`src/rtl/axi_xp_map_ctrl_pkg.sv`:
```
// Shared types for the crosspoint address-map controller: FSM states, the
// AXI4+ATOP channel structs used as default port types, and the map rule type.
package axi_xp_map_ctrl_pkg;

   typedef enum logic [2:0] {
      IDLE  = 3'd0,
      BLOCK = 3'd1,
      DRAIN = 3'd2,
      SWAP  = 3'd3,
      ACK   = 3'd4
   } map_state_e;

   typedef struct packed {
      logic [3:0]  id;
      logic [31:0] addr;
      logic [7:0]  len;
      logic [5:0]  atop;
   } aw_chan_t;

   typedef struct packed {
      logic [31:0] data;
      logic        last;
   } w_chan_t;

   typedef struct packed {
      logic [3:0] id;
      logic [1:0] resp;
   } b_chan_t;

   typedef struct packed {
      logic [3:0]  id;
      logic [31:0] addr;
      logic [7:0]  len;
   } ar_chan_t;

   typedef struct packed {
      logic [3:0]  id;
      logic [31:0] data;
      logic [1:0]  resp;
      logic        last;
   } r_chan_t;

   typedef struct packed {
      aw_chan_t aw;
      logic     aw_valid;
      w_chan_t  w;
      logic     w_valid;
      logic     b_ready;
      ar_chan_t ar;
      logic     ar_valid;
      logic     r_ready;
   } axi_req_t;

   typedef struct packed {
      logic    aw_ready;
      logic    w_ready;
      b_chan_t b;
      logic    b_valid;
      logic    ar_ready;
      r_chan_t r;
      logic    r_valid;
   } axi_resp_t;

   typedef struct packed {
      logic [31:0] idx;
      logic [63:0] start_addr;
      logic [63:0] end_addr;
   } xbar_rule_64_t;

endpackage

```
`src/rtl/axi_xp_port_gate.sv`:
```
// One crosspoint slave port: AW/AR admission gating, stall-pending flags and
// the read/write/W-owed outstanding counters that decide when the port is idle.
module axi_xp_port_gate
   import axi_xp_map_ctrl_pkg::*;
#(
   parameter int unsigned MaxTxns = 8,
   parameter type axi_req_t  = axi_xp_map_ctrl_pkg::axi_req_t,
   parameter type axi_resp_t = axi_xp_map_ctrl_pkg::axi_resp_t
) (
   input  logic      clk_i,
   input  logic      rst_i,
   input  logic      gate_i,
   input  axi_req_t  slv_req_i,
   output axi_resp_t slv_resp_o,
   output axi_req_t  mst_req_o,
   input  axi_resp_t mst_resp_i,
   output logic      pend_o,
   output logic      idle_o
);

   localparam int unsigned CntW = $clog2(MaxTxns + 1);
   localparam logic [CntW-1:0] CntMax = CntW'(MaxTxns);

   logic [CntW-1:0] wr_cnt_q, rd_cnt_q, w_owed_q;
   logic            aw_pend_q, ar_pend_q;
   logic            aw_gate, ar_gate;
   logic            aw_hs, ar_hs, b_hs, w_last_hs, r_last_hs, aw_atop_rd;

   // A valid already shown to the crosspoint must stay up, so a pending
   // request overrides both the FSM gate and the in-flight cap.
   always_comb begin
      aw_gate    = !aw_pend_q && (gate_i || (wr_cnt_q == CntMax));
      ar_gate    = !ar_pend_q && (gate_i || (rd_cnt_q == CntMax));
      mst_req_o  = slv_req_i;
      slv_resp_o = mst_resp_i;
      if (aw_gate) begin
         mst_req_o.aw_valid  = 1'b0;
         slv_resp_o.aw_ready = 1'b0;
      end
      if (ar_gate) begin
         mst_req_o.ar_valid  = 1'b0;
         slv_resp_o.ar_ready = 1'b0;
      end
   end

   assign aw_hs      = mst_req_o.aw_valid & mst_resp_i.aw_ready;
   assign ar_hs      = mst_req_o.ar_valid & mst_resp_i.ar_ready;
   assign b_hs       = mst_resp_i.b_valid & slv_req_i.b_ready;
   assign w_last_hs  = slv_req_i.w_valid & mst_resp_i.w_ready & slv_req_i.w.last;
   assign r_last_hs  = mst_resp_i.r_valid & slv_req_i.r_ready & mst_resp_i.r.last;
   assign aw_atop_rd = aw_hs & slv_req_i.aw.atop[5];

   always_ff @(posedge clk_i) begin
      if (rst_i) begin
         wr_cnt_q  <= '0;
         rd_cnt_q  <= '0;
         w_owed_q  <= '0;
         aw_pend_q <= 1'b0;
         ar_pend_q <= 1'b0;
      end else begin
         wr_cnt_q <= wr_cnt_q + CntW'(aw_hs) - CntW'(b_hs);
         // Atomics with a read response owe an R burst as well as a B.
         rd_cnt_q <= rd_cnt_q + CntW'(ar_hs) + CntW'(aw_atop_rd) - CntW'(r_last_hs);
         w_owed_q <= w_owed_q + CntW'(aw_hs) - CntW'(w_last_hs);
         if (aw_hs)
            aw_pend_q <= 1'b0;
         else if (mst_req_o.aw_valid)
            aw_pend_q <= 1'b1;
         if (ar_hs)
            ar_pend_q <= 1'b0;
         else if (mst_req_o.ar_valid)
            ar_pend_q <= 1'b1;
      end
   end

   assign pend_o = aw_pend_q | ar_pend_q;
   assign idle_o = (wr_cnt_q == '0) && (rd_cnt_q == '0) && (w_owed_q == '0);

endmodule

```
`src/rtl/axi_xp_map_ctrl.sv`:
```
// Crosspoint address-map controller: quiesces and drains all slave ports before
// installing a staged map. Optional drain watchdog: AXI_XP_MAP_CTRL_TIMEOUT_EN.
//
//  state | meaning
//  IDLE  | traffic flows, map stable, waiting for cfg_req_i
//  BLOCK | new AW/AR refused; waiting for stalled valids to handshake
//  DRAIN | waiting for every read, write and owed W beat to complete
//  SWAP  | staged map loaded this cycle
//  ACK   | new map active; gating held until cfg_req_i drops
module axi_xp_map_ctrl
   import axi_xp_map_ctrl_pkg::*;
#(
   parameter int unsigned NumSlvPorts  = 1,
   parameter int unsigned NumAddrRules = 1,
   parameter int unsigned MaxTxns      = 8,
`ifdef AXI_XP_MAP_CTRL_TIMEOUT_EN
   parameter int unsigned DrainTimeout = 1024,
`endif
   parameter type axi_req_t  = axi_xp_map_ctrl_pkg::axi_req_t,
   parameter type axi_resp_t = axi_xp_map_ctrl_pkg::axi_resp_t,
   parameter type rule_t     = axi_xp_map_ctrl_pkg::xbar_rule_64_t
) (
   input  logic                         clk_i,
   input  logic                         rst_i,
   input  axi_req_t  [NumSlvPorts-1:0]  slv_req_i,
   output axi_resp_t [NumSlvPorts-1:0]  slv_resp_o,
   output axi_req_t  [NumSlvPorts-1:0]  mst_req_o,
   input  axi_resp_t [NumSlvPorts-1:0]  mst_resp_i,
   input  logic                         cfg_req_i,
   input  rule_t     [NumAddrRules-1:0] cfg_map_i,
   output logic                         cfg_ack_o,
   output rule_t     [NumAddrRules-1:0] addr_map_o,
   output logic                         busy_o
`ifdef AXI_XP_MAP_CTRL_TIMEOUT_EN
   ,
   output logic                         drain_err_o
`endif
);

   map_state_e                   state_q, state_d;
   logic                         gate;
   logic [NumSlvPorts-1:0]       pend, idle;
   rule_t [NumAddrRules-1:0]     map_q;
   logic                         ack_q;

   for (genvar g = 0; g < NumSlvPorts; g++) begin : g_port
      axi_xp_port_gate #(
         .MaxTxns    (MaxTxns),
         .axi_req_t  (axi_req_t),
         .axi_resp_t (axi_resp_t)
      ) u_gate (
         .clk_i      (clk_i),
         .rst_i      (rst_i),
         .gate_i     (gate),
         .slv_req_i  (slv_req_i[g]),
         .slv_resp_o (slv_resp_o[g]),
         .mst_req_o  (mst_req_o[g]),
         .mst_resp_i (mst_resp_i[g]),
         .pend_o     (pend[g]),
         .idle_o     (idle[g])
      );
   end

   always_comb begin
      state_d = state_q;
      gate    = (state_q != IDLE);
      unique case (state_q)
         IDLE:    if (cfg_req_i) state_d = BLOCK;
         BLOCK:   if (pend == '0) state_d = DRAIN;
         DRAIN:   if (&idle) state_d = SWAP;
         SWAP:    state_d = ACK;
         ACK:     if (!cfg_req_i) state_d = IDLE;
         default: state_d = IDLE;
      endcase
   end

   // Ack is registered alongside the map so it coincides with the new map.
   always_ff @(posedge clk_i) begin
      if (rst_i) begin
         state_q <= IDLE;
         map_q   <= '0;
         ack_q   <= 1'b0;
      end else begin
         state_q <= state_d;
         ack_q   <= (state_q == SWAP);
         if (state_q == SWAP)
            map_q <= cfg_map_i;
      end
   end

   assign addr_map_o = map_q;
   assign cfg_ack_o  = ack_q;
   assign busy_o     = (state_q != IDLE);

`ifdef AXI_XP_MAP_CTRL_TIMEOUT_EN
   localparam int unsigned TmoW = $clog2(DrainTimeout + 1);

   logic [TmoW-1:0] tmo_cnt_q;
   logic            drain_err_q;

   // Down-counter reloads outside DRAIN; the error flag is sticky and the
   // FSM keeps waiting, so a late drain still completes normally.
   always_ff @(posedge clk_i) begin
      if (rst_i) begin
         tmo_cnt_q   <= TmoW'(DrainTimeout);
         drain_err_q <= 1'b0;
      end else if (state_q != DRAIN) begin
         tmo_cnt_q <= TmoW'(DrainTimeout);
      end else if (tmo_cnt_q != '0) begin
         tmo_cnt_q <= tmo_cnt_q - 1'b1;
         if (tmo_cnt_q == TmoW'(1))
            drain_err_q <= 1'b1;
      end
   end

   assign drain_err_o = drain_err_q;
`endif

`ifndef SYNTHESIS
   cfg_req_held: assert property (@(posedge clk_i) disable iff (rst_i)
      (state_q inside {BLOCK, DRAIN, SWAP}) |-> cfg_req_i);
`endif

endmodule

```
`config.mk`:
```
export PLATFORM = sky130hd
export DESIGN_NAME = axi_xp_map_ctrl
export DESIGN_NICKNAME = d
export VERILOG_FILES = /design/src/rtl/axi_xp_map_ctrl_pkg.sv /design/src/rtl/axi_xp_port_gate.sv /design/src/rtl/axi_xp_map_ctrl.sv
export SDC_FILE = /design/constraint.sdc
export NUM_CORES = 1
export LEC_CHECK = 0
export BUFFER_PORTS_ARGS = -buffer_cell sky130_fd_sc_hd__buf_2
export CORE_AREA = 2 2 265 267
export CTS_BUF_LIST = sky130_fd_sc_hd__clkbuf_8
export DETAILED_ROUTE_END_ITERATION = 10
export DIE_AREA = 0 0 267 269
export GPL_TIMING_DRIVEN = 1
export SETUP_SLACK_MARGIN = 0.02
export SLEW_MARGIN = 10
export SYNTH_ARGS = -nofsm -noshare
export SYNTH_HDL_FRONTEND = slang
export SYNTH_HIERARCHICAL = 1
export SYNTH_SLANG_ARGS = --single-unit
```
`constraint.sdc`:
```
create_clock -name clk_i -period 4 [get_ports clk_i]
set_input_delay 0.4 -clock clk_i [delete_from_list [all_inputs] [get_ports clk_i]]
set_output_delay 0.4 -clock clk_i [all_outputs]
set_load 0.01 [all_outputs]
```
**Yosys cells after proc, flatten, opt, wreduce, memory -nomap -nowiden**

Index checks and enable logic that the tools add are counted.

- Bits in registers: 178
- Input bits: 345
- Output and inout port bits: 344
- Logic and storage cells: 61

- Add/sub/neg operators: 7
- Eq/ne operators: 10
- Multiplexer cells: 9
- Bitwise logic cells: 9
- Reduce and logical (&&, ||, !) cells: 16

Operators by type and width:

| kind | number |
|---|---|
| $add 4x1->4 | 4 |
| $pmux 3 s5 | 1 |
| $logic_not 4->1 | 3 |
| $mux 3 | 4 |
| $sub 4x1->4 | 3 |
| $and 1x1->1 | 8 |
| $eq 4x4->1 const B | 2 |
| $eq 3x2->1 const B | 2 |
| $ne 2x2->1 const B | 3 |
| $logic_and 1x1->1 | 4 |
| $mux 1 | 4 |
| $reduce_and 4->1 | 1 |
| $reduce_or 2->1 | 2 |
| $eq 3x1->1 const B | 1 |
| $eq 3x3->1 const B | 1 |
| $logic_not 3->1 | 1 |
| $reduce_bool 3->1 | 1 |
| $logic_not 1->1 | 2 |
| $logic_or 1x1->1 | 2 |
| $ne 2x1->1 const B | 1 |
| $or 1x1->1 | 1 |

**Logic depth before layout (Yosys ltp)**

- Word-level depth: 8
- Gate-level depth with buffers: 11
- Mapped depth without buffers: 11

**Hierarchy**

Netlist, hierarchy kept.

By module, submodules not included:

| module | times used | cells each | area each (µm²) | seq. area each (µm²) |
|---|---|---|---|---|
| axi_xp_map_ctrl | 1 | 711 | 5685.5 | 3283.1 |
| axi_xp_port_gate | 1 | 283 | 2294.7 | 280.3 |

**Worst setup path after synthesis**

Ideal clock, no wire load.

- Path type: reg-to-reg
- Start: register state_q[2]
- End: register g_port[0].u_gate.rd_cnt_q[2]
- Library setup time: 117 ps
- Arrival time: 2354 ps
- Data required time: 3883 ps
- Slack: 1529 ps
- Cell stages (with the launch flop): 9
- Buffers on the path: 0
- Period minus slack after synthesis: 2471 ps
- Cell sequence: dfxtp_1 > or3_1 > o21bai_1 > nand3_1 > ha_1 > fa_1 > fa_1 > xor2_1 > nor2_1

- Word-level cells in the longest chain between the ends: 8
- Elaborated cells between the ends (all ways): 13
- Those cells by class: add/sub (3); mux (2); bitwise (3); reduce/logical (5)

Ends and longest elaborated chain:

| item | RTL line | source |
|---|---|---|
| from (decl) | axi_xp_map_ctrl.sv:40 | `map_state_e state_q, state_d;` |
| from (signal assigned) | axi_xp_map_ctrl.sv:84 | `state_q <= state_d;` |
| $reduce_bool 3->1 (*) | -- |  |
| net busy_o | axi_xp_map_ctrl.sv:33 | `output logic busy_o` |
| $logic_or 1x1->1 (on tied branches) | axi_xp_port_gate.sv:33, axi_xp_port_gate.sv:32 |  |
| $logic_and 1x1->1 (on tied branches) | axi_xp_port_gate.sv:33, axi_xp_port_gate.sv:32 |  |
| $mux 1 (on tied branches) | axi_xp_port_gate.sv:40, axi_xp_port_gate.sv:36 |  |
| $and 1x1->1 (on tied branches) | axi_xp_port_gate.sv:47, axi_xp_port_gate.sv:46 |  |
| $add 4x1->4 or $and 1x1->1 (tied branches) | axi_xp_port_gate.sv:63, axi_xp_port_gate.sv:51 |  |
| $add 4x1->4 (*) | axi_xp_port_gate.sv:63 | `rd_cnt_q <= rd_cnt_q + CntW'(ar_hs) + CntW'(aw_atop_rd) - CntW'(r_last_hs);` |
| $sub 4x1->4 (*) | axi_xp_port_gate.sv:63 |  |
| to (signal assigned) | axi_xp_port_gate.sv:63 |  |
| to (decl) | axi_xp_port_gate.sv:24 | `logic [CntW-1:0] wr_cnt_q, rd_cnt_q, w_owed_q;` |

Mark *: on every way through the listed nets, which the timed path passes. The rest lies on a longest branch.
A chain may end at the register's enable or synchronous reset.

**Worst setup path after layout**

- Start: register state_q[0]
- End: register g_port[0].u_gate.rd_cnt_q[2]

- Word-level cells in the longest chain between the ends: 8
- Elaborated cells between the ends (all ways): 13
- Those cells by class: add/sub (3); mux (2); bitwise (3); reduce/logical (5)

Ends and longest elaborated chain:

| item | RTL line | source |
|---|---|---|
| $reduce_bool 3->1 (*) | axi_xp_map_ctrl.sv:66 | `gate = (state_q != IDLE);` |
| $logic_or 1x1->1 (on tied branches) | axi_xp_port_gate.sv:33, axi_xp_port_gate.sv:32 |  |
| $logic_and 1x1->1 (on tied branches) | axi_xp_port_gate.sv:33, axi_xp_port_gate.sv:32 |  |
| $mux 1 (on tied branches) | axi_xp_port_gate.sv:40, axi_xp_port_gate.sv:36 |  |
| $and 1x1->1 (on tied branches) | axi_xp_port_gate.sv:47, axi_xp_port_gate.sv:46 |  |
| $add 4x1->4 or $and 1x1->1 (tied branches) | axi_xp_port_gate.sv:63, axi_xp_port_gate.sv:51 |  |
| $add 4x1->4 (*) | axi_xp_port_gate.sv:63 |  |
| $sub 4x1->4 (*) | axi_xp_port_gate.sv:63 |  |

Every way passes the cells marked *; elsewhere a longest branch is shown, timed or not.

==> impl_metrics.sql <==
INSERT INTO impl_metrics (metric_group, metric, value, unit) VALUES
('setup_path', 'crit_path_arrival_time', '3080', 'ps'),
('timing', 'drv_slew', '0', ''),
('timing', 'finalCriticalPeriod', '2690', 'ps'),
('global_routing', 'grt_pass1_wl', '40900', 'um'),
('clocking', 'clkTransAtPathRegs', '120', 'ps'),
('outcome', 'outcome', 'finished clean', ''),
('clocking', 'tritoncts_num_sinks', '178', ''),
('synthesis', 'synth_flop_cell', 'sky130_fd_sc_hd__dfxtp_1', ''),
('synthesis', 'async_flop_share', '0', ''),
('die', 'design.portCount', '689', ''),
('global_routing', 'grt_overflow', '0', ''),
('layout', 'final_common_cell', 'sky130_fd_sc_hd__buf_2', ''),
('placement', 'placement.io_buffers', '350', ''),
('synthesis', 'synthDistinctLibCells', '37', ''),
('timing', 'timing.final.ws_setup', '1310', 'ps'),
('clocking', 'cts_post_setup_buffers_inserted', '0', ''),
('placement', 'global_placement_routability_congestion', '0.710', ''),
('setup_path', 'required_arrival_time_at_the_worst_endpoint', '4390', 'ps'),
('synthesis', 'syn_avg_cell_area', '8.03', 'um2'),
('timing', 'tightestPinTransition', '914', 'ps'),
('layout', 'final_cell_mix', 'sky130_fd_sc_hd__buf_2, sky130_fd_sc_hd__nand2_1, sky130_fd_sc_hd__dfxtp_1, sky130_fd_sc_hd__a21oi_1, sky130_fd_sc_hd__dlygate4sd3_1', ''),
('routing', 'num_vias', '7011', ''),
('clocking', 'h-tree-depth', '4', ''),
('placement', 'placement.setup.worst_slack', '1350', 'ps'),
('placement', 'dp_hpwl', '22200', 'um'),
('clocking', 'tritoncts', 'done', ''),
('routing', 'ant_nets', '0', ''),
('power_and_ir_drop', 'power_density', '384', 'nW/um2'),
('timing', 'grt_setup_unrepaired', 'no', ''),
('clocking', 'cts_inserted_buffers', '17', ''),
('timing', 'slew-limit-headroom', '0.390', ''),
('routing', 'first_iter_violations', '215', ''),
('clocking', 'clock_latency', '540', 'ps'),
('clocking', 'clock_tree.buffer_depth', '2', ''),
('synthesis', 'yosysSeqAreaShare', '0.447', ''),
('timing', 'setup-tns-final', '0', 'ps'),
('die', 'placement_rows', '97', ''),
('global_routing', 'grt_pass1_vias', '6601', ''),
('die', 'fp.coreArea', '69300', 'um2'),
('power_and_ir_drop', 'leakage', '4.26', 'nW'),
('clocking', 'cts.repair.resized', '0', ''),
('timing', 'final_min_period_over_clock_period', '0.672', ''),
('die', 'design.die.area', '71800', 'um2'),
('job', 'drv.max_cap_violation_count', '0', ''),
('timing', 'max_freq', '372', 'MHz'),
('routing', 'detail_route.wirelength', '30100', 'um'),
('die', 'initial_core_util', '0.115', ''),
('setup_path', 'crit_start', 'state_q[0]', ''),
('synthesis', 'syn-num-nets', '1359', ''),
('routing', 'drt_drc_violations_left', '0', ''),
('clocking', 'cts.root.buffer_cell', 'sky130_fd_sc_hd__clkbuf_8', ''),
('synthesis', 'synth_top_area_cell', 'sky130_fd_sc_hd__dfxtp_1', ''),
('synthesis', 'netlist_area', '7980', 'um2'),
('worst_hold_path', 'worstHoldPathType', 'in2reg', ''),
('layout', 'syn_to_final_growth', '30.3', '%'),
('synthesis', 'synth_edf_count', '0', ''),
('routing', 'drt-vias-per-instance', '3.25', ''),
('power_and_ir_drop', 'power.ir.vdd_worst', '0.000161', 'V'),
('setup_path', 'worstSetupEndpointType', 'flop', ''),
('setup_path', 'worst_setup_path_start_kind', 'flop', ''),
('setup_path', 'crit_path_max_fanout', '7', ''),
('routing', 'post_drt_wl_per_cell', '13.9', 'um'),
('timing', 'finalClockSkew', '23.4', 'ps'),
('global_routing', 'initial_antenna_violation_count', '6', ''),
('timing', 'finalHoldViolations', '0', ''),
('layout', 'post_route_cells_drive_above_1_share', '0.322', ''),
('worst_hold_path', 'worst_min_delay_path_startpoint', 'cfg_map_i[116]', ''),
('global_routing', 'global_route.usage.total', '0.0807', ''),
('die', 'dieWidth', '267', 'um'),
('synthesis', 'syn-instance-count', '994', ''),
('layout', 'final_net_count', '1569', ''),
('synthesis', 'synth_warnings', '6', ''),
('synthesis', 'post_synth_main_area_contributors', 'sky130_fd_sc_hd__dfxtp_1, sky130_fd_sc_hd__buf_4, sky130_fd_sc_hd__nand2_1, sky130_fd_sc_hd__a21oi_1, sky130_fd_sc_hd__ha_1', ''),
('synthesis', 'postSynthRegisterBits', '178', ''),
('global_routing', 'grt_start_max_net_pins', '163', ''),
('synthesis', 'yosys.area.top_type_share', '0.447', ''),
('setup_path', 'criticalPathCategory', 'reg2reg', ''),
('die', 'floorplan.die.height', '269', 'um'),
('routing', 'detail_route.first_pass.iterations', '4', ''),
('timing', 'setup_violations', '0', ''),
('layout', 'fill_cells', '7871', ''),
('setup_path', 'reg2reg_from', 'state_q[0]', '');
layout make-up:
| type | instances | area (um2) | share of cell area |
|---|---|---|---|
| Tap cell | 940 | 1180 | 0.113 |
| Multi-Input combinational cell | 567 | 2710 | 0.260 |
| Timing Repair Buffer | 424 | 2510 | 0.241 |
| Inverter | 16 | 60.1 | 0.00578 |
| Antenna cell | 1 | 2.50 | 0.000241 |
| Clock buffer | 17 | 234 | 0.0225 |
| Clock inverter | 14 | 146 | 0.0141 |
| Sequential cell | 178 | 3560 | 0.343 |
through the flow:
stage | hold WS (ps) | utilization | instances | cell area, um2 | power (mW)
CTS | 0.219 | 0.150 | 2156 | 10400 | 4.14
detailed placement | 443 | 0.135 | 2056 | 9330 | 2.70
global placement | 439 | 0.135 | 2056 | 9330 | 2.70
global route | 21.9 | 0.150 | 2156 | 10400 | 4.29
floorplan | 449 | - | 994 | 7980 | 2.61
finish | 95.2 | 0.150 | 2157 | 10400 | 4.00
registers in the layout, summed over array words and instances (netlist names):
name                     count
addr_map_o                 160
g_port.u_gate/rd_cnt_q       4
g_port.u_gate/w_owed_q       4
g_port.u_gate/wr_cnt_q       4
state_q                      3
cfg_ack_o                    1
g_port.u_gate/ar_pend_q      1
g_port.u_gate/aw_pend_q      1
worst paths after layout:
check | endpoint | slack, ps | depth (start not counted)
hold / removal | addr_map_o[116] | 100 | 3
setup / recovery | g_port[0].u_gate/rd_cnt_q[2] | 1310 | 8
setup reg to reg | g_port[0].u_gate/rd_cnt_q[2] | 1310 | 8
hold reg to reg | addr_map_o[55] | 460 | 2
cell usage after synthesis (3+ instances only):
cell type	n
sky130_fd_sc_hd__a31o_2	3
sky130_fd_sc_hd__fa_1	4
sky130_fd_sc_hd__buf_4	181
sky130_fd_sc_hd__a21oi_1	169
sky130_fd_sc_hd__nand3_1	3
sky130_fd_sc_hd__dfxtp_1	178
sky130_fd_sc_hd__and2_1	3
sky130_fd_sc_hd__clkbuf_1	25
sky130_fd_sc_hd__inv_1	16
sky130_fd_sc_hd__nor2_1	12
sky130_fd_sc_hd__buf_6	11
sky130_fd_sc_hd__o21a_1	3
sky130_fd_sc_hd__nand2b_1	4
sky130_fd_sc_hd__ha_1	16
sky130_fd_sc_hd__nand2_1	320
sky130_fd_sc_hd__nand3b_1	3
sky130_fd_sc_hd__nor2b_1	5
sky130_fd_sc_hd__buf_2	15
report_power, final:
part           leakage, nW  internal [mW]  switching [mW]  total [mW]
Sequential            1.44           1.88          0.0599        1.94
Combinational         2.63          0.355           0.412       0.767
Clock                0.190          0.459           0.831        1.29
worst max-delay path, cell delays in order, from the launching register on:
cell and delay, ps:
sky130_fd_sc_hd__dfxtp_1 390, sky130_fd_sc_hd__or3_1 470, sky130_fd_sc_hd__o21bai_1 230, sky130_fd_sc_hd__nand3_1 110, sky130_fd_sc_hd__ha_1 300, sky130_fd_sc_hd__fa_1 430
sky130_fd_sc_hd__fa_1 390, sky130_fd_sc_hd__xor2_1 170, sky130_fd_sc_hd__nor2_1 50
routing by layer:
metal	wire, um	vias to the layer above	track usage
li1	-	3415	-
met1	9750	3045	0.0674
met2	13700	451	0.130
met3	4460	94	0.0572
met4	2080	6	0.0665
met5	41	-	0.00338
cell families after synthesis:
| family | share of synthesized area |
|---|---|
| AND/OR/NAND/NOR | 0.180 |
| multiplexers | 0.00125 |
| AO/OA/AOI/OAI | 0.119 |
| adder cells (fa/ha/maj) | 0.0351 |
| buffers and inverters | 0.215 |
| flip-flops | 0.447 |
| XOR/XNOR | 0.00329 |
repair_timing:
action / in CTS / in global routing
endpoints found under the hold margin: 68 / 0
endpoints found under the setup margin: 0 / 0
hold buffers: 69 / 0
Note: power is estimated with default switching activity, not from simulation.
